--- config.mk ---
export PLATFORM = sky130hd
export DESIGN_NAME = fwd_sel_ctrl_flat
export DESIGN_NICKNAME = d
export VERILOG_FILES = /design/src/rtl/fwd_pkg.sv /design/src/rtl/fwd_sel_ctrl_if.sv /design/src/rtl/fwd_match.sv /design/src/rtl/fwd_sel_ctrl.sv /design/src/flat_wrapper.sv
export SDC_FILE = /design/constraint.sdc
export NUM_CORES = 1
export LEC_CHECK = 0
export CORE_UTILIZATION = 35
export CTS_CLUSTER_DIAMETER = 80
export DETAILED_ROUTE_END_ITERATION = 8
export PLACE_DENSITY_LB_ADDON = 0.15
export SYNTH_ARGS = -nofsm -noshare
export SYNTH_HDL_FRONTEND = slang
export SYNTH_SLANG_ARGS = --single-unit
--- constraint.sdc ---
create_clock -name clk -period 1.9 [get_ports clk]
set_input_delay 0.285 -clock clk [delete_from_list [all_inputs] [get_ports clk]]
set_output_delay 0.285 -clock clk [all_outputs]
set_load 0.005 [all_outputs]
--- src/rtl/fwd_pkg.sv ---
// fwd_pkg: shared select codes, pipeline tag-entry type and liveness helper for the forwarding controller
package fwd_pkg;
    localparam int REG_W = 5;
    localparam logic [2:0] SEL_RF  = 3'b000;
    localparam logic [2:0] SEL_EX  = 3'b001;
    localparam logic [2:0] SEL_MEM = 3'b010;
    localparam logic [2:0] SEL_WB  = 3'b011;
    localparam logic [2:0] SEL_IMM = 3'b100;
    typedef struct packed {
        logic [REG_W-1:0] rd;
        logic             we;
        logic             load;
    } tag_t;
    // r0 is hardwired zero, so an entry only forwards when it writes a real register
    function automatic logic live(input tag_t t);
        return t.we && (t.rd != '0);
    endfunction
endpackage

--- src/rtl/fwd_sel_ctrl_if.sv ---
// fwd_sel_ctrl_if: decode-side bundle into the forwarding controller
//   master: drives hold, flush and the decode fields; receives sel_a, sel_b, stall
//   slave : the controller side
interface fwd_sel_ctrl_if #(parameter int REG_BITS = 5);
    logic                hold;
    logic                flush;
    logic                d_valid;
    logic [REG_BITS-1:0] d_rs;
    logic [REG_BITS-1:0] d_rt;
    logic                d_use_rs;
    logic                d_use_rt;
    logic                d_use_imm;
    logic [REG_BITS-1:0] d_rd;
    logic                d_we;
    logic                d_load;
    logic [2:0]          sel_a;
    logic [2:0]          sel_b;
    logic                stall;
    modport master (
        output hold, flush, d_valid, d_rs, d_rt, d_use_rs, d_use_rt, d_use_imm, d_rd, d_we, d_load,
        input  sel_a, sel_b, stall
    );
    modport slave (
        input  hold, flush, d_valid, d_rs, d_rt, d_use_rs, d_use_rt, d_use_imm, d_rd, d_we, d_load,
        output sel_a, sel_b, stall
    );
endinterface

--- src/rtl/fwd_match.sv ---
// fwd_match: priority compare of one source specifier against the E, M, W tag entries
//   src, used  : source specifier and whether it is read
//   e, m, w    : tag entries, youngest first
//   code       : SEL_EX / SEL_MEM / SEL_WB / SEL_RF
//   load_hit   : source matches a live load sitting in E
//   FWD_WB_EN  : when defined, W matches forward from the late latch; otherwise the
//                W comparator is absent and the register file write-through covers W
module fwd_match
    import fwd_pkg::*;
(
    input  logic [REG_W-1:0] src,
    input  logic             used,
    input  tag_t             e,
    input  tag_t             m,
    input  tag_t             w,
    output logic [2:0]       code,
    output logic             load_hit
);
    logic hit_e, hit_m, hit_w;
    assign hit_e = used && live(e) && (src == e.rd);
    assign hit_m = used && live(m) && (src == m.rd);
`ifdef FWD_WB_EN
    assign hit_w = used && live(w) && (src == w.rd);
`else
    logic unused_w;
    assign unused_w = ^w;
    assign hit_w    = 1'b0;
`endif
    assign code     = hit_e ? SEL_EX : hit_m ? SEL_MEM : hit_w ? SEL_WB : SEL_RF;
    assign load_hit = hit_e && e.load;
endmodule

--- src/rtl/fwd_sel_ctrl.sv ---
// fwd_sel_ctrl: operand-forwarding controller with load-use stall and bubble insertion
//   clk   : pipeline clock, rising edge
//   reset : asynchronous, active-high; clears tags and selects
//   bus   : fwd_sel_ctrl_if.slave (hold, flush, decode fields in; sel_a, sel_b, stall out)
//   FWD_WB_EN : enables W-stage forwarding (code 011), see fwd_match
//   REG_BITS must not exceed fwd_pkg::REG_W
module fwd_sel_ctrl
    import fwd_pkg::*;
#(
    parameter int REG_BITS = 5
)(
    input  logic          clk,
    input  logic          reset,
    fwd_sel_ctrl_if.slave bus
);
    tag_t                e, m, w;
    logic [2:0]          sel_a_q, sel_b_q, code_a, code_b;
    logic                lh_a, lh_b, bubble;
    logic [REG_BITS-1:0] rs_in, rt_in, rd_in;
    assign rs_in = bus.d_rs;
    assign rt_in = bus.d_rt;
    assign rd_in = bus.d_rd;
    fwd_match u_match_a (
        .src(REG_W'(rs_in)), .used(bus.d_use_rs),
        .e(e), .m(m), .w(w), .code(code_a), .load_hit(lh_a)
    );
    // an immediate operand B reads no register, so it can neither forward nor stall
    fwd_match u_match_b (
        .src(REG_W'(rt_in)), .used(bus.d_use_rt && !bus.d_use_imm),
        .e(e), .m(m), .w(w), .code(code_b), .load_hit(lh_b)
    );
    assign bus.stall = bus.d_valid && (lh_a || lh_b);
    assign bubble    = bus.flush || bus.stall || !bus.d_valid;
    assign bus.sel_a = sel_a_q;
    assign bus.sel_b = sel_b_q;
    always_ff @(posedge clk or posedge reset) begin
        if (reset) begin
            e       <= '0;
            m       <= '0;
            w       <= '0;
            sel_a_q <= SEL_RF;
            sel_b_q <= SEL_RF;
        end else if (!bus.hold) begin
            w       <= m;
            m       <= e;
            e       <= bubble ? '0 : tag_t'{rd: REG_W'(rd_in), we: bus.d_we, load: bus.d_load};
            sel_a_q <= bubble ? SEL_RF : code_a;
            sel_b_q <= bubble ? SEL_RF : bus.d_use_imm ? SEL_IMM : code_b;
        end
    end
endmodule

--- src/flat_wrapper.sv ---
// flat-port wrapper written by rule: the top's interface ports become plain ports
module fwd_sel_ctrl_flat import fwd_pkg::*;
#(
    parameter int REG_BITS = 5
)
  (clk, reset, bus_hold, bus_flush, bus_d_valid, bus_d_rs, bus_d_rt, bus_d_use_rs, bus_d_use_rt, bus_d_use_imm, bus_d_rd, bus_d_we, bus_d_load, bus_sel_a, bus_sel_b, bus_stall);
  fwd_sel_ctrl_if #(.REG_BITS(REG_BITS)) bus_i ();
  input  logic clk;
  input  logic reset;
  input wire logic [$bits(bus_i.hold)-1:0] bus_hold;
  input wire logic [$bits(bus_i.flush)-1:0] bus_flush;
  input wire logic [$bits(bus_i.d_valid)-1:0] bus_d_valid;
  input wire logic [$bits(bus_i.d_rs)-1:0] bus_d_rs;
  input wire logic [$bits(bus_i.d_rt)-1:0] bus_d_rt;
  input wire logic [$bits(bus_i.d_use_rs)-1:0] bus_d_use_rs;
  input wire logic [$bits(bus_i.d_use_rt)-1:0] bus_d_use_rt;
  input wire logic [$bits(bus_i.d_use_imm)-1:0] bus_d_use_imm;
  input wire logic [$bits(bus_i.d_rd)-1:0] bus_d_rd;
  input wire logic [$bits(bus_i.d_we)-1:0] bus_d_we;
  input wire logic [$bits(bus_i.d_load)-1:0] bus_d_load;
  output wire logic [$bits(bus_i.sel_a)-1:0] bus_sel_a;
  output wire logic [$bits(bus_i.sel_b)-1:0] bus_sel_b;
  output wire logic [$bits(bus_i.stall)-1:0] bus_stall;
  assign bus_i.hold = bus_hold;
  assign bus_i.flush = bus_flush;
  assign bus_i.d_valid = bus_d_valid;
  assign bus_i.d_rs = bus_d_rs;
  assign bus_i.d_rt = bus_d_rt;
  assign bus_i.d_use_rs = bus_d_use_rs;
  assign bus_i.d_use_rt = bus_d_use_rt;
  assign bus_i.d_use_imm = bus_d_use_imm;
  assign bus_i.d_rd = bus_d_rd;
  assign bus_i.d_we = bus_d_we;
  assign bus_i.d_load = bus_d_load;
  assign bus_sel_a = bus_i.sel_a;
  assign bus_sel_b = bus_i.sel_b;
  assign bus_stall = bus_i.stall;
  fwd_sel_ctrl #(.REG_BITS(REG_BITS)) u_core (.clk(clk), .reset(reset), .bus(bus_i));
endmodule
==> flow_metrics.env, run 1 <==
export IMPL_status="finished with violations"
export IMPL_violations="design-rule violations, negative setup slack"
export IMPL_ys_ff_latch=18
export IMPL_port_buffers=30
export IMPL_timing_hold_ws_ns=0.286
export IMPL_max_stage_delay_ns=0.50
export IMPL_crit_chain="or4_4 -> o21a_1 -> and4_4 -> buf_6"
export IMPL_stdcell_area_um2=1730
export IMPL_cap_violations=0
export IMPL_grt_use_total_pct=19.4
export IMPL_grt_pass1_wl_mm=4.90
export IMPL_dieArea_um2=3350
export IMPL_worst_setup_path_end_kind="output pin"
export IMPL_start_kind="flop"
export IMPL_finalHoldViolCount=0
export IMPL_n_fill_cell=247
export IMPL_cp_max_fo=2
export IMPL_drt_vias_per_instance=5.40
export IMPL_netlist_instances=103
export IMPL_clk_pin_slew_ns=0.10
export IMPL_cp_data_arrival_time_ns=1.71
export IMPL_slowest_stage="or4_4"
export IMPL_finClkSkew_ns=0.00480
export IMPL_die_width_um=57.9
export IMPL_cp_required_ns=1.62
export IMPL_syn_nets=128
export IMPL_layout_drive_gt1_share_pct=31.7
export IMPL_wl_per_cell_um=15.3
export IMPL_worstSetupStartpoint="u_core.e[2]$_DFFE_PP0N_"
export IMPL_gr_total_overflow=0
export IMPL_power_leakage_nw=0.759
export IMPL_clk_latency_ns=0.30
export IMPL_powerDensity_nw_per_um2=524
export IMPL_place_hpwl_mm=2.25
export IMPL_regArea_um2=453
export IMPL_r2r_start="u_core.e[2]$_DFFE_PP0N_"
export IMPL_start_util_pct=38.3
export IMPL_peakVddDrop_mv=0.327
export IMPL_max_freq_mhz=502
export IMPL_seq_area_frac_synth_pct=41.2
export IMPL_layout_min_cycle_time_ns=1.99
export IMPL_cts_hold_buf=0
export IMPL_path_buf_inv=1
export IMPL_multiInputGateArea_um2=669
export IMPL_grt_antenna_before_repair=0
export IMPL_place_area_um2=1570
export IMPL_fin_cells=192
export IMPL_synth_warnings=0
export IMPL_crit_family="simple AND/OR/NAND/NOR gates"
export IMPL_synth_area_um2=1090
export IMPL_core_area_um2=2850
export IMPL_ios=32
export IMPL_first_global_vias=1064
export IMPL_cts_max_level=1
export IMPL_clockRootBuffer="clkbuf_4"
export IMPL_rows=19
export IMPL_area_growth_pct=58.8
export IMPL_insertedDiodeCount=0
export IMPL_nNetsFinal=187
export IMPL_postLayoutSetupSlackWorst_ns=-0.0935
export IMPL_routabilityCongestion=0.866
export IMPL_slew_viol_final=0
export IMPL_grt_max_degree=22
export IMPL_route_antenna_remaining_nets=0
export IMPL_wl_mm=2.94
export IMPL_ys_types=31
export IMPL_detail_route_iter0_violations=30
export IMPL_first_pass_iters=6
export IMPL_period_share_pct=105
export IMPL_critical_path_class="flop to output pin"
export IMPL_cts_max_path_buffers=2
export IMPL_setup_viol=1
export IMPL_routed_via_count=1037
export IMPL_fp_dieH_um=57.9
export IMPL_syn_area_per_cell_um2=10.6
export IMPL_hold_class="input port to asynchronous set/reset pin"
export IMPL_dp_cells=181
export IMPL_drc=5
export IMPL_rsz0062_at_grt="true"
export IMPL_cts_tree="done"
export IMPL_cts_sinks=18
export IMPL_cts_buffers=3
## final cells by class
class	count	area share [%]
Timing Repair Buffer	59	30.5
Clock buffer	4	2.09
Sequential cell	18	26.1
Multi-Input combinational cell	78	38.6
Tap cell	31	2.24
Inverter	2	0.433
## cells in the final DEF (no fill, tap or decap), drive strengths merged
cell,instances
and2,2
o22ai,1
a21boi,6
and4,1
o32ai,2
nor4,2
o21a,1
nand2,9
or4,1
mux2,6
nand4,2
a41oi,6
xor2,9
dfrtp,18
buf,30
or3,1
o311a,1
inv,2
a22oi,2
clkdlybuf4s50,28
a31oi,2
a21oi,2
clkbuf,4
a32oi,2
nor2,2
a32o,2
conb,1
nand3b,1
nor3b,3
xnor2,11
dlymetal6s2s,1
## sequential cells by signal (all words and copies together) (netlist names)
signal,cells
u_core.bus.sel_a,2
u_core.e,7
u_core.m,6
u_core.bus.sel_b,3
## worst paths after layout
kind | end | slack, ns | cells past startpoint
min in group clk | u_core.bus.sel_a[0]$_DFFE_PP0N_ | 0.52 | 1
min reg2reg | u_core.bus.sel_a[0]$_DFFE_PP0N_ | 0.52 | 1
min | u_core.e[4]$_DFFE_PP0N_ | 0.29 | 3
max in group asynchronous | u_core.e[6]$_DFFE_PP0N_ | 1.41 | 3
max reg2reg | u_core.bus.sel_a[1]$_DFFE_PP0N_ | 0.07 | 9
max | bus_stall | -0.09 | 4
## tightest hold or removal path, cell delays in order
cell             delay (ns)
clkdlybuf4s50_1        0.39
inv_1                  0.05
buf_4                  0.24
## metal layers
layer	track usage [%]	part of all wire (%)	vias to the layer above
met5	0	0	-
met4	7.14	1.6	0
met3	2.46	5.5	5
met2	32.3	48	35
met1	25.7	45	493
li1	-	-	504
## per-stage QoR
step / setup slack (ns) / util, % / TNS (ns) / power (W)
after floorplan: 0.268 / - / 0 / 0.000528
after global placement: -0.425 / 54.9 / -0.425 / 0.000643
after detailed placement: -0.449 / 54.9 / -0.449 / 0.000647
after CTS: -0.102 / 58.4 / -0.102 / 0.000897
after global routing: -0.204 / 60.8 / -0.204 / 0.000961
final: -0.0935 / 60.8 / -0.0935 / 0.000908
## kinds of logic after synthesis
kind of cell           after synthesis  synth area share, %
AND/OR/NAND/NOR                     24                 12.6
multiplexers                         6                 6.19
AO/OA/AOI/OAI                       27                 20.2
other                                1                0.343
flip-flops                          18                 41.2
XOR/XNOR                            20                 16.0
buffers and inverters                7                 3.44
## synth_stat cells
library cell  instances  share of area (%)
a21oi_1               2               0.92
inv_1                 2               0.69
mux2_2                6                6.2
a22oi_1               2                1.4
o21a_1                1               0.69
xnor2_1              11                8.8
nand4_1               2                1.1
dfrtp_1              18                 41
nand3b_1              1               0.69
a32o_1                2                1.8
a21boi_0              6                4.1
and4_2                1               0.92
o22ai_2               1                1.1
o311a_1               1               0.92
a32oi_1               2                1.6
conb_1                1               0.34
nand2_1               9                3.1
xor2_1                9                7.2
nor4_1                2                1.1
or4_1                 1               0.69
or3_1                 1               0.57
nor3b_1               2                1.4
clkbuf_1              3                1.0
buf_6                 1                1.0
nor3b_2               1                1.1
buf_4                 1               0.69
and2_1                2                1.1
nor2_1                2               0.69
a41oi_1               6                4.8
o32ai_1               2                1.6
a31oi_1               2                1.1
## power breakdown
group	internal [W]	total [W]	switching (W)	leakage [nW]
Clock	0.000117	0.000235	0.000118	0.0210
Sequential	0.000402	0.000425	0.0000226	0.242
Combinational	0.000150	0.000248	0.0000976	0.497
## timing repair
| item | in CTS | in global routing |
|---|---|---|
| resized for setup | 11 | 8 |
| pin swaps | 6 | 11 |
| setup buffers | 4 | 3 |
| endpoints found under the setup margin | 1 | 2 |
Power figures use the tool's default switching activity.
==> inputs of run 2 (changes only) <==
--- a/config.mk
+++ b/config.mk
@@ -8,6 +8,7 @@
 export CORE_UTILIZATION = 35
 export CTS_CLUSTER_DIAMETER = 80
 export DETAILED_ROUTE_END_ITERATION = 8
+export GPL_TIMING_DRIVEN = 0
 export PLACE_DENSITY_LB_ADDON = 0.15
 export SYNTH_ARGS = -nofsm -noshare
 export SYNTH_HDL_FRONTEND = slang
==> run 2 against run 1 <==
Clock-buffer cell count decreased by 1. Clock power down 20%. Clock skew shrank 0.0042 ns. Final area decreased by 9.5%. Sequential power hardly changed. Die area unchanged. Non-clock buffer count down 14. The flow still finishes with violations (design-rule violations, negative setup slack). Register-to-register slack barely moved.
==> flow_metrics.env, run 2 (synthesis gave the netlist of run 1 again) <==
export IMPL_core_area_um2=2850
export IMPL_grt_max_degree=19
export IMPL_timing_hold_ws_ns=0.391
export IMPL_cts_max_level=1
export IMPL_slew_viol_final=0
export IMPL_violations="design-rule violations, negative setup slack"
export IMPL_layout_common_cells="clkdlybuf4s50_1, dfrtp_1, buf_4"
export IMPL_hold_class="input port to asynchronous set/reset pin"
export IMPL_power_internal_w=0.000598
export IMPL_area_growth_pct=43.8
export IMPL_drt_vias_per_instance=5.54
export IMPL_detail_route_iter0_violations=26
export IMPL_cts_buffers=3
export IMPL_finalHoldViolCount=0
export IMPL_start_util_pct=38.3
export IMPL_final_common_cell="clkdlybuf4s50_1"
export IMPL_clk_latency_ns=0.29
export IMPL_gr_total_overflow=0
export IMPL_cp_data_arrival_time_ns=1.78
export IMPL_worst_setup_path_end_kind="output pin"
export IMPL_clockRootBuffer="clkbuf_4"
export IMPL_dieArea_um2=3350
export IMPL_routed_via_count=981
export IMPL_first_global_vias=1040
export IMPL_critical_path_class="flop to output pin"
export IMPL_grt_use_total_pct=18.9
export IMPL_cts_tree="done"
export IMPL_power_share_switching_pct=27.5
export IMPL_power_leakage_nw=0.671
export IMPL_p_clk_share_pct=22.9
export IMPL_wl_per_cell_um=16.2
export IMPL_period_share_pct=109
export IMPL_cp_max_fo=5
export IMPL_rsz0062_at_grt="true"
export IMPL_insertedDiodeCount=0
export IMPL_finClkSkew_ns=0.000566
export IMPL_worstMarginPinSlew_ns=0.694
export IMPL_nNetsFinal=173
export IMPL_cts_sinks=18
export IMPL_layout_min_cycle_time_ns=2.07
export IMPL_p_comb_share_pct=25.3
export IMPL_r2r_cells=6
export IMPL_place_hpwl_mm=2.03
export IMPL_drc=5
export IMPL_wl_mm=2.87
export IMPL_ios=32
export IMPL_setup_viol=1
export IMPL_max_slew_margin_pct=53.7
export IMPL_stdcell_area_um2=1570
export IMPL_place_area_um2=1430
export IMPL_power_frac_seq_pct=51.8
export IMPL_cap_violations=0
export IMPL_layout_drive_gt1_share_pct=21.9
export IMPL_clk_pin_slew_ns=0.10
export IMPL_cts_hold_buf=0
export IMPL_grt_antenna_before_repair=0
export IMPL_port_buffers=30
export IMPL_die_width_um=57.9
export IMPL_fp_dieH_um=57.9
export IMPL_largest_reg_flops=7
export IMPL_route_antenna_remaining_nets=0
export IMPL_start_kind="flop"
export IMPL_status="finished with violations"
export IMPL_cp_required_ns=1.62
export IMPL_max_freq_mhz=483
export IMPL_p_switching_w=0.000227
export IMPL_pre_cts_slack_ns=-0.825
export IMPL_cts_max_path_buffers=2
export IMPL_top_register="u_core.e"
export IMPL_peakVddDrop_mv=0.326
export IMPL_rows=19
export IMPL_powerDensity_nw_per_um2=525
export IMPL_routabilityCongestion=0.772
export IMPL_first_pass_iters=6
export IMPL_postLayoutSetupSlackWorst_ns=-0.170
export IMPL_grt_pass1_wl_mm=4.78
## run 2: cell count changes in the layout (fill, tap and decap cells not counted), sizes merged
cell	before	now
clkdlybuf4s50	28	26
dlymetal6s2s	1	2
buf	30	13
clkbuf	4	6
dlygate4sd2	0	1
## run 2: layout make-up
class                           instances  area (um2)
Buffer                                  5        30.0
Clock buffer                            3        22.5
Fill cell                             256        1280
Inverter                                2        7.51
Multi-Input combinational cell         78         632
Sequential cell                        18         455
Tap cell                               31        38.8
Timing Repair Buffer                   40         384
## run 2: power by group through the flow
stage | registers [W] | logic [W] | clock network [W]
finish | 0.000427 | 0.000208 | 0.000189
global route | 0.000431 | 0.000228 | 0.000205
CTS | 0.000427 | 0.000195 | 0.000188
detailed placement | 0.000435 | 0.000181 | 0
global placement | 0.000434 | 0.000178 | 0
floorplan | 0.000427 | 0.000102 | 0
## run 2: through the flow
| step | total power [W] | util (%) | std cells | TNS, ns |
|---|---|---|---|---|
| final | 0.000824 | 55.0 | 177 | -0.170 |
| after global placement | 0.000612 | 50.2 | 164 | -1.51 |
| after floorplan | 0.000528 | - | 103 | 0 |
| after global routing | 0.000864 | 55.0 | 177 | -0.217 |
| after detailed placement | 0.000616 | 50.2 | 164 | -1.73 |
| after CTS | 0.000809 | 52.9 | 173 | -0.149 |
## run 2: final timing paths
check / startpoint / end / slack, ns
setup / recovery: u_core.e[2]$_DFFE_PP0N_ / bus_stall / -0.17
hold / removal: reset / u_core.m[6]$_DFFE_PP0N_ / 0.39
setup reg to reg: u_core.e[6]$_DFFE_PP0N_ / u_core.bus.sel_b[0]$_DFFE_PP0N_ / 0.08
hold reg to reg: u_core.bus.sel_a[0]$_DFFE_PP0N_ / u_core.bus.sel_a[0]$_DFFE_PP0N_ / 0.51
max in group asynchronous: reset / u_core.e[2]$_DFFE_PP0N_ / 1.03
min in group clk: u_core.bus.sel_a[0]$_DFFE_PP0N_ / u_core.bus.sel_a[0]$_DFFE_PP0N_ / 0.51
## run 2: metal layers
| layer | GRT usage, % | up-vias | wire length [um] |
|---|---|---|---|
| met4 | 7.48 | 0 | 42 |
| met3 | 2.68 | 5 | 198 |
| met5 | 0 | - | 0 |
| met1 | 23.7 | 463 | 1280 |
| met2 | 32.7 | 40 | 1350 |
| li1 | - | 473 | - |
## run 2: worst max-delay path: stages, from the launching register on
cell and delay (ns):
dfrtp_2 0.46, xnor2_2 0.18, nand4_1 0.25, o22ai_4 0.27
and4_4 0.24, buf_6 0.09
## run 2: timing repair
action,CTS,global route
pin swaps,6,4
setup endpoints to repair,1,1
resized for setup,10,8
cloned,0,0
setup buffers,6,4
